==> src/rtl/input_debounce_sync.sv <==
// ---------------------------------------------------------------------------
// input_debounce_sync
//
// Turns one asynchronous, possibly bouncing external level (link/interrupt
// pin, strap, button) into a clean level in the clk domain. The clean level
// drives a downstream positive edge detector, so every qualified low-to-high
// transition yields exactly one edge there.
//
// Structure:
//   1. SYNC_STAGES-flop synchronizer. Only its last stage (sync_q) is used.
//   2. Two-state qualifier (STABLE / QUALIFY). clean_out only follows sync_q
//      after DEBOUNCE_CYCLES consecutive mismatching edges.
//   3. Saturating glitch counter. It counts qualifications that were aborted
//      because sync_q bounced back to clean_out. This is a link-quality
//      diagnostic.
//
// Ports:
//   clk         in   system clock, all logic on posedge
//   rst         in   asynchronous reset, active-high
//   async_in    in   raw asynchronous level, no timing relation to clk
//   glitch_clr  in   synchronous clear of glitch_cnt; beats an increment
//   clean_out   out  debounced, synchronized level (flop output)
//   busy        out  high exactly while the qualifier is in QUALIFY
//   glitch_cnt  out  saturating count of aborted qualifications
//
// Handshake: none. This is a level-conditioning block with no valid/ready
// interface. busy is the externally visible decode of the qualifier state.
// ---------------------------------------------------------------------------
module input_debounce_sync #(
  parameter int   SYNC_STAGES     = 2,
  parameter int   DEBOUNCE_CYCLES = 16,
  parameter logic RESET_LEVEL     = 1'b0,
  parameter int   CNT_W           = 8
) (
  input  logic             clk,
  input  logic             rst,
  input  logic             async_in,
  input  logic             glitch_clr,
  output logic             clean_out,
  output logic             busy,
  output logic [CNT_W-1:0] glitch_cnt
);

  // Qualify counter width holds 0..DEBOUNCE_CYCLES.
  localparam int QW = $clog2(DEBOUNCE_CYCLES + 1);
  localparam logic [QW-1:0]    QCNT_LAST  = QW'(DEBOUNCE_CYCLES - 1);
  localparam logic [QW-1:0]    QCNT_ONE   = QW'(1);
  localparam logic [CNT_W-1:0] GLITCH_MAX = '1;

  typedef enum logic {
    ST_STABLE  = 1'b0,
    ST_QUALIFY = 1'b1
  } state_t;

  // -------------------------------------------------------------------------
  // Synchronizer: a plain shift chain with no logic between stages. Index 0
  // is the first flop. The top index is the metastability-settled output.
  // -------------------------------------------------------------------------
  logic [SYNC_STAGES-1:0] sync_chain;
  logic                   sync_q;

  always_ff @(posedge clk or posedge rst) begin
    if (rst) begin
      sync_chain <= {SYNC_STAGES{RESET_LEVEL}};
    end else begin
      sync_chain <= {sync_chain[SYNC_STAGES-2:0], async_in};
    end
  end

  assign sync_q = sync_chain[SYNC_STAGES-1];

  // -------------------------------------------------------------------------
  // Qualifier state machine
  // -------------------------------------------------------------------------
  state_t          state_q;
  state_t          state_d;
  logic [QW-1:0]   qcnt_q;
  logic [QW-1:0]   qcnt_d;
  logic            clean_d;
  logic            glitch_inc;
  logic            mismatch;

  assign mismatch = (sync_q != clean_out);

  always_ff @(posedge clk or posedge rst) begin
    if (rst) begin
      state_q   <= ST_STABLE;
      qcnt_q    <= '0;
      clean_out <= RESET_LEVEL;
      busy      <= 1'b0;
    end else begin
      state_q   <= state_d;
      qcnt_q    <= qcnt_d;
      clean_out <= clean_d;
      // busy is registered alongside the state so it is exactly the decode
      // of the state register and never glitches.
      busy      <= (state_d == ST_QUALIFY);
    end
  end

  always_comb begin
    state_d    = state_q;
    qcnt_d     = qcnt_q;
    clean_d    = clean_out;
    glitch_inc = 1'b0;

    case (state_q)
      ST_STABLE: begin
        qcnt_d = '0;
        if (mismatch) begin
          if (DEBOUNCE_CYCLES == 1) begin
            // A single mismatching edge is enough. Accept it right away and
            // never enter QUALIFY.
            clean_d = sync_q;
          end else begin
            // This edge is the first of the required consecutive mismatches.
            qcnt_d  = QCNT_ONE;
            state_d = ST_QUALIFY;
          end
        end
      end

      ST_QUALIFY: begin
        if (mismatch) begin
          if (qcnt_q == QCNT_LAST) begin
            clean_d = sync_q;
            qcnt_d  = '0;
            state_d = ST_STABLE;
          end else begin
            qcnt_d = qcnt_q + QCNT_ONE;
          end
        end else begin
          // sync_q bounced back before qualifying. Drop the attempt and count
          // it as a glitch.
          qcnt_d     = '0;
          state_d    = ST_STABLE;
          glitch_inc = 1'b1;
        end
      end

      default: begin
        qcnt_d  = '0;
        state_d = ST_STABLE;
      end
    endcase
  end

  // -------------------------------------------------------------------------
  // Glitch counter: saturates, never wraps. A clear wins over a simultaneous
  // abort.
  // -------------------------------------------------------------------------
  always_ff @(posedge clk or posedge rst) begin
    if (rst) begin
      glitch_cnt <= '0;
    end else if (glitch_clr) begin
      glitch_cnt <= '0;
    end else if (glitch_inc && (glitch_cnt != GLITCH_MAX)) begin
      glitch_cnt <= glitch_cnt + CNT_W'(1);
    end
  end

endmodule

==> config.mk <==
export PLATFORM = sky130hd
export DESIGN_NAME = input_debounce_sync
export DESIGN_NICKNAME = d
export VERILOG_FILES = /design/src/rtl/input_debounce_sync.sv
export SDC_FILE = /design/constraint.sdc
export NUM_CORES = 1
export LEC_CHECK = 0
export ABC_AREA = 1
export BUFFER_PORTS_ARGS = -buffer_cell sky130_fd_sc_hd__buf_2
export CORE_MARGIN = 3
export CORE_UTILIZATION = 48
export DETAILED_ROUTE_END_ITERATION = 12
export PLACE_DENSITY = 0.74
export SYNTH_ARGS = -nofsm -noshare
export SYNTH_HDL_FRONTEND = slang
export SYNTH_SLANG_ARGS = --single-unit
export TNS_END_PERCENT = 100
==> constraint.sdc <==
create_clock -name clk -period 1.3 [get_ports clk]
set_input_delay 0.325 -clock clk [delete_from_list [all_inputs] [get_ports clk]]
set_output_delay 0.325 -clock clk [all_outputs]
set_load 0.05 [all_outputs]
## After elaboration in Yosys (flattened, before gate mapping)

Index checks and enable logic that the tools add are counted.

| word-level totals | value |
|---|---|
| flip-flop bits (word level) | 17 |
| input port bits | 4 |
| output and inout bits | 10 |
| word-level logic and storage cells | 26 |

| cells by class | value |
|---|---|
| add/subtract/negate cells | 2 |
| equal/unequal tests | 3 |
| muxes and demuxes | 12 |
| bitwise gates (word level) | 1 |
| reductions and logical operators | 3 |

Operators by type and width:

| kind | number |
|---|---|
| two-way mux 8 bit | 2 |
| two-way mux 5 bit | 2 |
| case mux 5 bit (2 select lines) | 1 |
| adder 8 x 1 -> 8 bit (second input constant) | 1 |
| != test 8 bit (second input constant) | 1 |
| two-way mux 1 bit | 6 |
| adder 5 x 1 -> 5 bit (second input constant) | 1 |
| == test 5 x 4 -> 1 bit (second input constant) | 1 |
| AND reduction 3 bit | 1 |
| case mux 1 bit (2 select lines) | 1 |
| nonzero test 2 bit | 1 |
| logical AND 1 bit | 1 |
| != test 1 bit | 1 |
| NOT 1 bit | 1 |

## Depth between registers and ports, before layout

Gate-level depths: netlist of the first run.

| logic depth | value |
|---|---|
| word-level depth | 6 |
| gate-level depth with buffers | 8 |
| mapped depth without buffers | 8 |

## Worst setup path before layout of the first run

OpenSTA, ideal clock, no wires.

| timing | value |
|---|---|
| path kind | register to register |
| start point | reg glitch_cnt[0] |
| end point | reg glitch_cnt[2] |
| data arrival time | 1575 ps |
| slack | -341 ps |
| cell stages (with the launch flop) | 8 |
| buffers on the path | 0 |
| cell sequence | dfrtp_1 > ha_1 > nand3_1 > nor2_2 > nor2_4 > nor2_4 > nand2_1 > nand2_1 |

| on the way | value |
|---|---|
| cells in the longest elaborated chain, start to end | 3 |
| elaborated cells between the ends (all ways) | 6 |

RTL lines:

| element | RTL line | source |
|---|---|---|
| start: declaration | 41 | `output logic [CNT_W-1:0] glitch_cnt` |
| start signal: assignment | 158 | `glitch_cnt <= glitch_cnt + CNT_W'(1);` |
| adder 8 x 1 -> 8 bit or != test 8 bit (tied branches) | 158, 157 |  |
| two-way mux 8 bit or logical AND 1 bit (tied branches) | 157 | `end else if (glitch_inc && (glitch_cnt != GLITCH_MAX)) begin` |
| two-way mux 8 bit or nonzero test 2 bit (tied branches) | - |  |

Parallel ways exist; a longest one is shown, timed or not. The select of a mux whose other input is x is not followed.
A chain may end at the register's enable or synchronous reset.

## Worst setup path in the final report of the first run

| timing | value |
|---|---|
| start point | reg glitch_cnt[5] |
| end point | out glitch_cnt[5] |

No word-level cell between the ends.

==> out/results.tsv, run 1 <==
stage	metric	value	unit
synthesis	ys_seq_elements	17	
synthesis	yosysTopAreaCellShare	50.67	%
critical_path	critPathMaxFanout	5	
clocking	cts_hold_buf	0	
cells_and_area	n_fill_cell	132	
cells_and_area	final_cell_area	1095	um^2
critical_path	critPathTopFamily	flip-flops	
cells_and_area	layout_commonest_cell	nand2_1	
worst_hold_path	worstHoldPathType	in2async	
job	maxCapViolCount	0	
placed_design	numPortBuffers	13	
timing	clock.fmax	768.2	MHz
power	fin_total_pwr	0.0009521	W
placed_design	gp_congestion	0.8639	
cells_and_area	utilization	69.44	%
synthesis	postSynthCellCount	102	
cells_and_area	drive_above_1_share	34.13	%
synthesis	synth_area_per_cell	8.231	um^2
detailed_routing	vias	732	
synthesis	synth_area_leaders	dfrtp_1 51%, nand2_1 14%, nand3_1 7.7%	
critical_path	cp-end-kind	primary output	
global_routing	grt_max_degree	18	
timing	hold_viol	0	
floorplan	dieHeight	47.82	um
cells_and_area	final_cell_mix	31 x nand2_1, 14 x inv_1, 11 x nand3_1	
clocking	root_buffer	clkbuf_4	
global_routing	grt_pass1_vias	688	
global_routing	gr-usage-all-layers	16.83	%
global_routing	grt_overflow	0	
power	power.leakage	0.5876	nW
detailed_routing	route.detailed.drc	0	
clocking	insertion_delay	0.29	ns
clocking	tritoncts	built	
clocking	clk_path_buf_depth	2	
placed_design	dp_hpwl	1220	um
floorplan	die_x	47.82	um
cells_and_area	nNetsFinal	133	
clocking	cts_buffers	3	
outcome	status	complete, but fails checks	
critical_path	max_stage_delay	0.42	ns
global_routing	antenna_found_initial	0	
synthesis	yosysTopAreaCell	dfrtp_1	
detailed_routing	ant_nets	0	
critical_path	crit_path_cell_trace	buf_6 -> buf_8	
detailed_routing	vias_per_cell	5.155	
floorplan	start_util	53.25	%
global_routing	grt_pass1_wl	2760	um
detailed_routing	drt_iter0_markers	13	
critical_path	crit_type	reg2out	
critical_path	start_kind	register	
timing	tightest_slew	0.2318	ns
timing	min_period	1.302	ns
cells_and_area	area_delta_synth_final	30.40	%
synthesis	synth.yosys.seq_area_share	50.67	%
timing	holdWs	0.02950	ns
clocking	clock_sinks	17	
synthesis	synth.distinct_cells	15	
placed_design	place_ws	-0.0004996	ns
detailed_routing	postRouteWirelength	1758	um
timing	rsz0062_at_grt	true	
floorplan	core	1577	um^2
cells_and_area	antenna_cells	0	
detailed_routing	drt-wirelength-per-cell	12.38	um
placed_design	place_area	989.7	um^2
synthesis	synth_fp_nets	108	
synthesis	yosysWarnings	0	
timing	min_period_over_period	100.1	%
timing	clock_skew	0.003419	ns
timing	slew_violations	0	
clocking	cts.clk_slew.worst_paths	0.10	ns
floorplan	num_rows	14	
detailed_routing	firstDrtPassIters	4	
power	p_per_area	869.6	nW/um^2
clocking	htree_levels	1	
timing	setup_slack	-0.001773	ns
critical_path	slowest_stage	dfrtp_2	
synthesis	synth_area	839.6	um^2
floorplan	dieArea	2287	um^2
power	ir_worst_vdd	761.1	uV
outcome	failed_checks	setup timing	
floorplan	num_io_pins	14	
critical_path	worst_ep_arrival_time	0.98	ns
critical_path	critPathRequiredTime	0.98	ns
timing	max_slew_margin	84.50	%
timing	setup_viol	1	
critical_path	crit_buf_inv	2	
-- flip-flops by register name (all words and copies together), names as in the netlist --
name        flops
sync_chain      2
clean_out       1
state_q         1
qcnt_q          5
glitch_cnt      8
-- synthesized netlist by cell type --
master and n:
nor2_4 2, nand3_1 13, dfrtp_1 17, nand2_1 31, inv_1 14, a21oi_1 4, nor2_2 1, xor2_1 4
nand3b_1 1, o21ai_0 1, xnor2_1 1, a21o_1 1, ha_1 2, nor2_1 8, or2_2 2
-- cell families (layout without fill, tap and decap cells) --
group / Yosys count / after routing / share of synthesized area (%)
compound gates: 6 / 6 / 3.875
flops: 17 / 17 / 50.67
buf+inv: 14 / 37 / 6.259
xor+xnor: 5 / 5 / 5.216
fa+ha+maj: 2 / 2 / 2.980
simple gates: 58 / 59 / 31.00
-- stage by stage --
step	TNS, ns	instances
after global routing	-0.4154	142
after floorplan	-0.3733	102
after detailed placement	-0.0004996	134
after CTS	-0.02325	139
final	-0.001773	142
after global placement	0	134
-- path summary, 6_finish.rpt --
kind | to | start | cells after the start | slack (ns)
max in group asynchronous | state_q$_DFF_PP0_ | rst | 3 | 1.07
worst max-delay path | glitch_cnt[5] | glitch_cnt[5]$_DFFE_PP0P_ | 2 | -0.002
worst max register to register | glitch_cnt[1]$_DFFE_PP0P_ | glitch_cnt[1]$_DFFE_PP0P_ | 7 | 0.02
worst min-delay path | sync_chain[1]$_DFF_PP0_ | rst | 3 | 0.03
worst min register to register | sync_chain[1]$_DFF_PP0_ | sync_chain[0]$_DFF_PP0_ | 0 | 0.37
min in group clk | sync_chain[0]$_DFF_PP0_ | async_in | 1 | 0.13
-- cell type report --
type                            count  area, um^2  share of cell area, %
Timing Repair Buffer               19       150.1                  13.71
Multi-Input combinational cell     72       407.9                  37.26
Tap cell                           16       20.02                  1.829
Inverter                           14       52.55                  4.800
Sequential cell                    17       437.9                  40.00
Clock buffer                        4       26.28                  2.400
-- worst min-delay path: cells and delay by family --
kind     cells  cell delay, ns
buf+inv      3            0.36
-- power by group --
part           leakage [nW]  switching, W  internal (W)
sequential            0.211     0.0000135      0.000544
clock                0.0150      0.000166      0.000119
combinational         0.361     0.0000743     0.0000354
-- metal layers --
layer | wire length, um | GRT usage [%] | vias to the layer above
met1 | 774 | 23.02 | 334
met3 | 85 | 2.256 | 3
met5 | 0 | 0 | -
met2 | 885 | 26.65 | 24
li1 | - | - | 371
met4 | 12 | 6.989 | 0
-- what timing repair did --
item / 4_1_cts / 5_1_grt
cloned: 1 / 0
setup buffers: 0 / 3
gates resized for setup: 7 / 11
hold endpoints to repair: 0 / 0
pin swaps: 1 / 6
setup endpoints to repair: 8 / 17
(Power assumes the default switching activity.)
==> inputs of run 2 (changes only) <==
--- a/config.mk
+++ b/config.mk
@@ -6,11 +6,12 @@
 export NUM_CORES = 1
 export LEC_CHECK = 0
 export ABC_AREA = 1
-export BUFFER_PORTS_ARGS = -buffer_cell sky130_fd_sc_hd__buf_2
 export CORE_MARGIN = 3
-export CORE_UTILIZATION = 48
+export CORE_UTILIZATION = 53
 export DETAILED_ROUTE_END_ITERATION = 12
-export PLACE_DENSITY = 0.74
+export DONT_BUFFER_PORTS = 1
+export PLACE_DENSITY = 0.73
+export SETUP_SLACK_MARGIN = 0.15
 export SYNTH_ARGS = -nofsm -noshare
 export SYNTH_HDL_FRONTEND = slang
 export SYNTH_SLANG_ARGS = --single-unit
==> run 2 against run 1 <==
  * The run still ends with setup timing left
  * Non-clock buffer count grew 5
  * Clock skew is 0.0056 ns higher
  * Die area fell by 8.3%
  * Largest cell class is now multi-input combinational cells
  * First-iteration DRC count rose to 3.0 times the previous value
  * Setup slack worse by 0.082 ns
  * Routed wire length grew 76%
  * Clock power increased by 6%
  * Register-to-register slack lost 0.10 ns
  * Global-route usage up 5.3 points
  * Sequential power rose by 0.9%
  * Sequential share of layout area shrank 6.4 points
==> out/results.tsv, run 2 (synthesized netlist as in run 1, its figures left out) <==
stage	metric	value	unit	change
outcome	status	complete, but fails checks		unchanged
outcome	failed_checks	setup timing		unchanged
timing	clock_skew	0.008981	ns	was 0.003419 ns
critical_path	worst_ep_arrival_time	1.62	ns	was 0.98 ns
worst_hold_path	holdPathEnd	sync_chain[0]$_DFF_PP0_		
power	fin_total_pwr	0.001014	W	was 0.0009521 W
placed_design	numPortBuffers	0		was 13
detailed_routing	route.detailed.drc	0		unchanged
detailed_routing	postRouteWirelength	3092	um	was 1758 um
power	ir_worst_vdd	1104	uV	was 761.1 uV
cells_and_area	drive_above_1_share	50.38	%	was 34.13%
global_routing	grt_pass1_wl	3236	um	was 2760 um
cells_and_area	area_delta_synth_final	55.44	%	was 30.40%
timing	tns	-0.3984	ns	was -0.001773 ns
placed_design	gp_congestion	0.7655		was 0.8639
global_routing	grt_overflow	0		unchanged
critical_path	reg2reg_slack	-0.08	ns	was 0.02 ns
cells_and_area	n_fill_cell	48		was 132
detailed_routing	vias_per_cell	6.068		was 5.155
global_routing	antenna_found_initial	0		unchanged
critical_path	crit_type	reg2reg		was reg2out
timing	min_period	1.384	ns	was 1.302 ns
clocking	insertion_delay	0.31	ns	was 0.29 ns
detailed_routing	firstDrtPassIters	4		unchanged
clocking	cts_buffers	3		unchanged
timing	setup_slack	-0.08411	ns	was -0.001773 ns
timing	max_slew_margin	83.24	%	was 84.50%
placed_design	dp_hpwl	1150	um	was 1220 um
floorplan	start_util	60.02	%	was 53.25%
floorplan	dieHeight	45.80	um	was 47.82 um
cells_and_area	layout_commonest_cell	nand2_1		unchanged
detailed_routing	drt-wirelength-per-cell	21.18	um	was 12.38 um
critical_path	slowest_stage	dfrtp_2		unchanged
cells_and_area	largest_registers	glitch_cnt: 8 flops, qcnt_q: 5 flops, sync_chain: 2 flops		unchanged
critical_path	max_stage_delay	0.44	ns	was 0.42 ns
timing	rsz0062_at_grt	true		unchanged
cells_and_area	nNetsFinal	138		was 133
clocking	clk_path_buf_depth	2		unchanged
detailed_routing	vias	886		was 732
critical_path	start_kind	register		unchanged
critical_path	critPathMaxFanout	7		was 5
cells_and_area	antenna_cells	0		unchanged
clocking	htree_levels	1		unchanged
timing	clock.fmax	722.5	MHz	was 768.2 MHz
critical_path	rr_worst_depth	8		was 7
critical_path	critPathRequiredTime	1.54	ns	was 0.98 ns
floorplan	dieArea	2098	um^2	was 2287 um^2
clocking	tritoncts	built		unchanged
worst_hold_path	hold_depth	0		
detailed_routing	drt_iter0_markers	39		was 13
timing	tightest_slew	0.2511	ns	was 0.2318 ns
timing	setup_viol	8		was 1
critical_path	rr_endpoint	glitch_cnt[2]$_DFFE_PP0P_		was glitch_cnt[1]$_DFFE_PP0P_
timing	hold_viol	0		unchanged
worst_hold_path	worstHoldPathType	in2reg		was in2async
floorplan	num_rows	13		was 14
timing	slew_violations	0		unchanged
cells_and_area	final_cell_mix	21 x nand2_1, 12 x inv_1, 10 x dfrtp_2, 10 x buf_4, 9 x nand3_1		was 31 x nand2_1, 14 x inv_1, 11 x nand3_1
floorplan	core	1399	um^2	was 1577 um^2
global_routing	grt_pass1_vias	738		was 688
detailed_routing	ant_nets	0		unchanged
critical_path	cp-end-kind	register		was primary output
worst_hold_path	min_from	async_in		
power	p_per_area	777.3	nW/um^2	was 869.6 nW/um^2
power	power.leakage	0.6655	nW	was 0.5876 nW
cells_and_area	largest-register	glitch_cnt		unchanged
global_routing	grt_max_degree	18		unchanged
critical_path	r2r_start	glitch_cnt[4]$_DFFE_PP0P_		was glitch_cnt[1]$_DFFE_PP0P_
clocking	clock_sinks	17		unchanged
floorplan	die_x	45.80	um	was 47.82 um
clocking	cts.clk_slew.worst_paths	0.11	ns	was 0.10 ns
timing	min_period_over_period	106.5	%	was 100.1%
cells_and_area	largest_reg_flops	8		unchanged
critical_path	crit_path_cell_trace	nand2_1 -> inv_1 -> nand2_1 -> nor2_4 -> nor2_4 -> nor2_4 -> nand2_2 -> nand2_1		was buf_6 -> buf_8
global_routing	gr-usage-all-layers	22.09	%	was 16.83%
floorplan	num_io_pins	14		unchanged
clocking	root_buffer	clkbuf_4		unchanged
job	maxCapViolCount	0		unchanged
run 2: cell count changes in the layout (fill, tap and decap cells not counted), moves of 4 or more:
cell and change:
nand2_1 -10, nor2_1 -4, buf_8 +5, nand2_2 +8
run 2: metal layers:
metal | up-vias | GRT usage [%] | part of all wire, %
met5 | - | 0 | 0
met4 | 0 | 5.114 | 6.3
met2 | 70 | 40.11 | 52
li1 | 379 | - | -
met3 | 24 | 7.115 | 7.7
met1 | 413 | 24.75 | 34
run 2: how the worst max path moves through the flow:
stage | start | endpoint | slack [ns] | cells after the start
2_1_floorplan | glitch_cnt[1]$_DFFE_PP0P_ | glitch_cnt[2]$_DFFE_PP0P_ | -0.05 | 7
3_3_place_gp | glitch_cnt[1]$_DFFE_PP0P_ | glitch_cnt[2]$_DFFE_PP0P_ | 0.05 | 7
3_5_place_dp | glitch_cnt[1]$_DFFE_PP0P_ | glitch_cnt[2]$_DFFE_PP0P_ | 0.02 | 7
4_1_cts | glitch_cnt[5]$_DFFE_PP0P_ | glitch_cnt[5] | 0.0003 | 2
5_1_grt | glitch_cnt[4]$_DFFE_PP0P_ | glitch_cnt[4]$_DFFE_PP0P_ | -0.13 | 8
6_report | glitch_cnt[4]$_DFFE_PP0P_ | glitch_cnt[2]$_DFFE_PP0P_ | -0.08 | 8
run 2: area by class of cell:
| class | instances | area (um^2) | area share [%] |
|---|---|---|---|
| Clock buffer | 3 | 22.52 | 1.726 |
| Clock inverter | 1 | 5.005 | 0.3835 |
| Inverter | 14 | 52.55 | 4.027 |
| Multi-Input combinational cell | 72 | 488.0 | 37.39 |
| Sequential cell | 17 | 437.9 | 33.56 |
| Tap cell | 15 | 18.77 | 1.438 |
| Timing Repair Buffer | 24 | 280.3 | 21.48 |
run 2: stage by stage:
stage,setup slack [ns],cell area (um^2),utilization [%],hold slack (ns),cells
detailed placement,0.01804,993.5,71.02,0.2416,129
CTS,0.0002673,1167,83.45,0.04549,142
global route,-0.1329,1305,93.29,0.01069,146
finish,-0.08411,1305,93.29,0.04163,146
global placement,0.04911,993.5,71.02,0.2363,129
floorplan,-0.04975,884.6,-,0.2504,102
run 2: power by group:
part	switching, W	internal [W]
Sequential	0.0000182	0.000544
Combinational	0.0000931	0.0000577
Clock	0.000187	0.000115
Total	0.000298	0.000716
run 2: what timing repair did:
action                                  in CTS  in global routing
pin swaps                                    7                 11
buffers inserted                             7                  4
hold buffers                                 1                  0
endpoints found under the setup margin      23                 23
resized for setup                           18                 30
hold endpoints to repair                    17                  0
gates cloned                                 1                  0
run 2: worst max-delay path: cells and delay by family, from the launching register on:
kind / cells / cell delay [ns]
and+or+nand+nor: 7 / 0.80
DFF: 1 / 0.44
buffers and inverters: 1 / 0.05
==> inputs of run 3 (changes only) <==
--- a/config.mk
+++ b/config.mk
@@ -7,10 +7,10 @@
 export LEC_CHECK = 0
 export ABC_AREA = 1
 export CORE_MARGIN = 3
-export CORE_UTILIZATION = 53
+export CORE_UTILIZATION = 59
 export DETAILED_ROUTE_END_ITERATION = 12
 export DONT_BUFFER_PORTS = 1
-export PLACE_DENSITY = 0.73
+export PLACE_DENSITY = 0.74
 export SETUP_SLACK_MARGIN = 0.15
 export SYNTH_ARGS = -nofsm -noshare
 export SYNTH_HDL_FRONTEND = slang
==> constraint.sdc (replaced) <==
create_clock -name clk -period 1.35 [get_ports clk]
set_input_delay 0.3375 -clock clk [delete_from_list [all_inputs] [get_ports clk]]
set_output_delay 0.3375 -clock clk [all_outputs]
set_load 0.05 [all_outputs]
==> run 3 against run 2 <==
  * The flow now stops in 4_1_cts
  * Synthesized area did not move
  * Synthesized cell count is the same
==> out/results.tsv, run 3 <==
stage	metric	value	unit	change
outcome	status	did not finish		was complete, but fails checks
outcome	stop_stage	4_1_cts		
outcome	error	[ERROR DPL-0033] detailed placement checks failed during check placement.		
clocking	clk_path_buf_depth	2		unchanged
synthesis	yosysMostFrequentCell	nand2_1		unchanged
synthesis	synth_flop_cell	dfrtp_1		unchanged
synthesis	postSynthCellCount	102		unchanged
synthesis	ys_seq_elements	17		unchanged
floorplan	num_rows	12		was 13
clocking	cts_buffers	3		unchanged
placed_design	gp_congestion	0.8610		was 0.7655
floorplan	start_util	69.03	%	was 60.02%
synthesis	synth.yosys.seq_area_share	50.67	%	unchanged
floorplan	num_io_pins	14		unchanged
synthesis	yosysTopAreaCellShare	50.67	%	unchanged
synthesis	synth_area_per_cell	8.231	um^2	unchanged
clocking	post_cts_resized	18		unchanged
synthesis	synth_area_leaders	dfrtp_1 51%, nand2_1 14%, nand3_1 7.7%		unchanged
clocking	cts_hold_buf	1		unchanged
floorplan	die_x	43.72	um	was 45.80 um
synthesis	synth_area	839.6	um^2	unchanged
clocking	htree_levels	1		unchanged
placed_design	numPortBuffers	0		unchanged
placed_design	dp_hpwl	1325	um	was 1150 um
synthesis	yosysWarnings	0		unchanged
floorplan	dieHeight	43.72	um	was 45.80 um
clocking	root_buffer	clkbuf_4		unchanged
clocking	postCtsSetupBuffers	11		was 7
synthesis	synth_edf_count	0		unchanged
synthesis	synth_fp_nets	108		unchanged
synthesis	synth.distinct_cells	15		unchanged
synthesis	postSynth.asyncResetShare	100.0	%	unchanged
clocking	clock_sinks	17		unchanged
synthesis	yosys-top-cells-count	31 x nand2_1, 17 x dfrtp_1, 14 x inv_1		unchanged
synthesis	yosysTopAreaCell	dfrtp_1		unchanged
## run 3: cell families after synthesis
kind of cell	count (synthesis)	share of synthesized area, %
and+or+nand+nor	58	31.00
AOI/OAI and AO/OA	6	3.875
adders and majority gates	2	2.980
DFF	17	50.67
buffers and inverters	14	6.259
xor gates and xnor gates	5	5.216
## run 3: through the flow
| step | worst slack (ns) | util, % | instance area, um^2 | std cells | hold slack (ns) |
|---|---|---|---|---|---|
| detailed placement | 0.03222 | 81.58 | 992.2 | 128 | 0.2461 |
| global placement | 0.1004 | 81.58 | 992.2 | 128 | 0.2466 |
| floorplan | 0.0002547 | - | 884.6 | 102 | 0.2629 |
==> inputs of run 4 (changes only) <==
--- a/config.mk
+++ b/config.mk
@@ -6,12 +6,11 @@
 export NUM_CORES = 1
 export LEC_CHECK = 0
 export ABC_AREA = 1
-export CORE_MARGIN = 3
-export CORE_UTILIZATION = 59
+export CORE_AREA = 3 3 64 66
 export DETAILED_ROUTE_END_ITERATION = 12
+export DIE_AREA = 0 0 67 69
 export DONT_BUFFER_PORTS = 1
-export PLACE_DENSITY = 0.74
-export SETUP_SLACK_MARGIN = 0.15
+export PLACE_DENSITY_LB_ADDON = 0.15
 export SYNTH_ARGS = -nofsm -noshare
 export SYNTH_HDL_FRONTEND = slang
 export SYNTH_SLANG_ARGS = --single-unit
==> run 4 against run 3 <==
  * The run now ends clean
==> out/results.tsv, run 4 (synthesized netlist as in run 1, its figures left out) <==
stage	metric	value	unit	change
placed_design	dp.cells	164		was 128
detailed_routing	vias	679		
floorplan	num_io_pins	14		unchanged
power	power.leakage	0.5820	nW	
power	p_sw	0.0002574	W	
clocking	clock_sinks	17		unchanged
cells_and_area	antenna_cells	0		
timing	min_period_over_period	97.75	%	
timing	clock_skew	0.003022	ns	
placed_design	numPortBuffers	0		unchanged
timing	rsz0062_at_grt	true		
timing	clock.fmax	757.8	MHz	
detailed_routing	drt_iter0_markers	18		
cells_and_area	drive_above_1_share	30.89	%	
critical_path	rr_worst_depth	7		
cells_and_area	largest_registers	glitch_cnt: 8 flops, qcnt_q: 5 flops, sync_chain: 2 flops		
placed_design	place_area	1047	um^2	was 992.2 um^2
global_routing	grt_pass1_vias	711		
worst_hold_path	min_from	async_in		
critical_path	reg2reg_slack	0.11	ns	
detailed_routing	vias_per_cell	3.971		
job	maxCapViolCount	0		
global_routing	grt_pass1_wl	3263	um	
timing	holdWs	0.1082	ns	
outcome	status	complete, no violations		was did not finish
cells_and_area	largest_reg_flops	8		
power	p_comb_share	10.0	%	
floorplan	dieHeight	69	um	was 43.72 um
timing	slew_violations	0		
cells_and_area	final_cell_mix	31 x nand2_1, 15 x buf_4, 14 x inv_1		
cells_and_area	layout_commonest_cell	nand2_1		
cells_and_area	final_cell_area	1125	um^2	
global_routing	grt_overflow	0		
floorplan	die_x	67	um	was 43.72 um
detailed_routing	firstDrtPassIters	4		
power	power_frac_seq	52.3	%	
cells_and_area	area_delta_synth_final	33.98	%	
global_routing	antenna_found_initial	0		
detailed_routing	postRouteWirelength	1830	um	
floorplan	core	3633	um^2	
worst_hold_path	holdPathEnd	sync_chain[0]$_DFF_PP0_		
timing	hold_viol	0		
worst_hold_path	worstHoldPathType	in2reg		
power	ir_worst_vdd	510.7	uV	
critical_path	critPathMaxFanout	6		
clocking	cts_buffers	3		unchanged
placed_design	place_ws	0.05833	ns	was 0.03222 ns
critical_path	worst_ep_arrival_time	0.98	ns	
global_routing	grt_max_degree	13		
timing	setup_viol	0		
detailed_routing	ant_nets	0		
clocking	htree_levels	1		unchanged
cells_and_area	nNetsFinal	130		
cells_and_area	n_fill_cell	395		
floorplan	dieArea	4623	um^2	
critical_path	rr_endpoint	glitch_cnt[7]$_DFFE_PP0P_		
timing	min_period	1.320	ns	
clocking	clk_path_buf_depth	2		unchanged
placed_design	gp_congestion	0.7387		was 0.8610
cells_and_area	largest-register	glitch_cnt		
power	fin_total_pwr	0.001022	W	
worst_hold_path	hold_depth	0		
timing	setup_slack	0.03042	ns	
power	p_per_area	908.1	nW/um^2	
power	p_int	0.0007641	W	
clocking	tritoncts	built		
timing	max_slew_margin	84.63	%	
floorplan	num_rows	22		was 12
clocking	cts.clk_slew.worst_paths	0.07	ns	
global_routing	gr-usage-all-layers	9.121	%	
clocking	root_buffer	clkbuf_8		was clkbuf_4
critical_path	start_kind	register		
critical_path	critPathRequiredTime	1.01	ns	
placed_design	dp_hpwl	1442	um	was 1325 um
detailed_routing	route.detailed.drc	0		
critical_path	crit_type	reg2out		
cells_and_area	multiInputGateArea	402.9	um^2	
clocking	insertion_delay	0.25	ns	
critical_path	cp-end-kind	primary output		
detailed_routing	drt-wirelength-per-cell	10.70	um	
critical_path	r2r_start	glitch_cnt[1]$_DFFE_PP0P_		
cells_and_area	seqCellArea	437.9	um^2	
timing	tightest_slew	0.2299	ns	
power	power.share.clock	37.7	%	
floorplan	start_util	23.11	%	was 69.03%
power	switching_share	25.20	%	
cells_and_area	instances_no_fill	171		
run 4: final cells by class:
cell class	instances	share of cell area [%]
Clock buffer	3	3.671
Clock inverter	1	0.6674
Inverter	14	4.672
Multi-Input combinational cell	72	35.82
Sequential cell	17	38.93
Tap cell	48	5.339
Timing Repair Buffer	16	10.90
run 4: how the worst max path moves through the flow:
stage                                         start                         to  slack (ns)  cells after the start
after floorplan           glitch_cnt[1]$_DFFE_PP0P_  glitch_cnt[2]$_DFFE_PP0P_      0.0003                      7
after global placement    glitch_cnt[1]$_DFFE_PP0P_  glitch_cnt[6]$_DFFE_PP0P_        0.08                      7
after detailed placement  glitch_cnt[1]$_DFFE_PP0P_  glitch_cnt[6]$_DFFE_PP0P_        0.06                      7
after CTS                 glitch_cnt[5]$_DFFE_PP0P_              glitch_cnt[5]        0.02                      2
after global routing      glitch_cnt[1]$_DFFE_PP0P_  glitch_cnt[5]$_DFFE_PP0P_      -0.005                      7
final                     glitch_cnt[5]$_DFFE_PP0P_              glitch_cnt[5]        0.03                      2
run 4: per-layer routing:
metal / wire, um / track usage, % / part of all wire [%] / up-vias
met5: 0 / 0 / 0 / -
met4: 20 / 2.703 / 1.1 / 0
met3: 96 / 3.583 / 5.2 / 4
met2: 852 / 13.32 / 47 / 10
met1: 860 / 12.31 / 47 / 303
li1: - / - / - / 362
run 4: timing repair:
| item | in CTS | in global routing |
|---|---|---|
| endpoints found under the setup margin | 0 | 9 |
| endpoints found under the hold margin | 5 | 0 |
| resized for setup | 0 | 1 |
| buffers inserted | 0 | 1 |
| hold buffers | 1 | 0 |
run 4: critical path: stages (launching register included):
cell and delay [ns]:
dfrtp_2 0.40, buf_4 0.15, buf_4 0.18
run 4: per-stage QoR:
stage	TNS [ns]	utilization (%)
after floorplan	0	-
after global placement	0	28.82
after detailed placement	0	28.82
after CTS	0	30.44
after global routing	-0.008753	30.96
final	0	30.96
run 4: power by group through the flow:
| stage | combinational (W) | clock, W | sequential, W |
|---|---|---|---|
| floorplan | 0.0000453 | 0 | 0.000568 |
| global placement | 0.000102 | 0 | 0.000544 |
| detailed placement | 0.000101 | 0 | 0.000544 |
| CTS | 0.000103 | 0.000405 | 0.000534 |
| global route | 0.000116 | 0.000437 | 0.000538 |
| finish | 0.000102 | 0.000385 | 0.000535 |
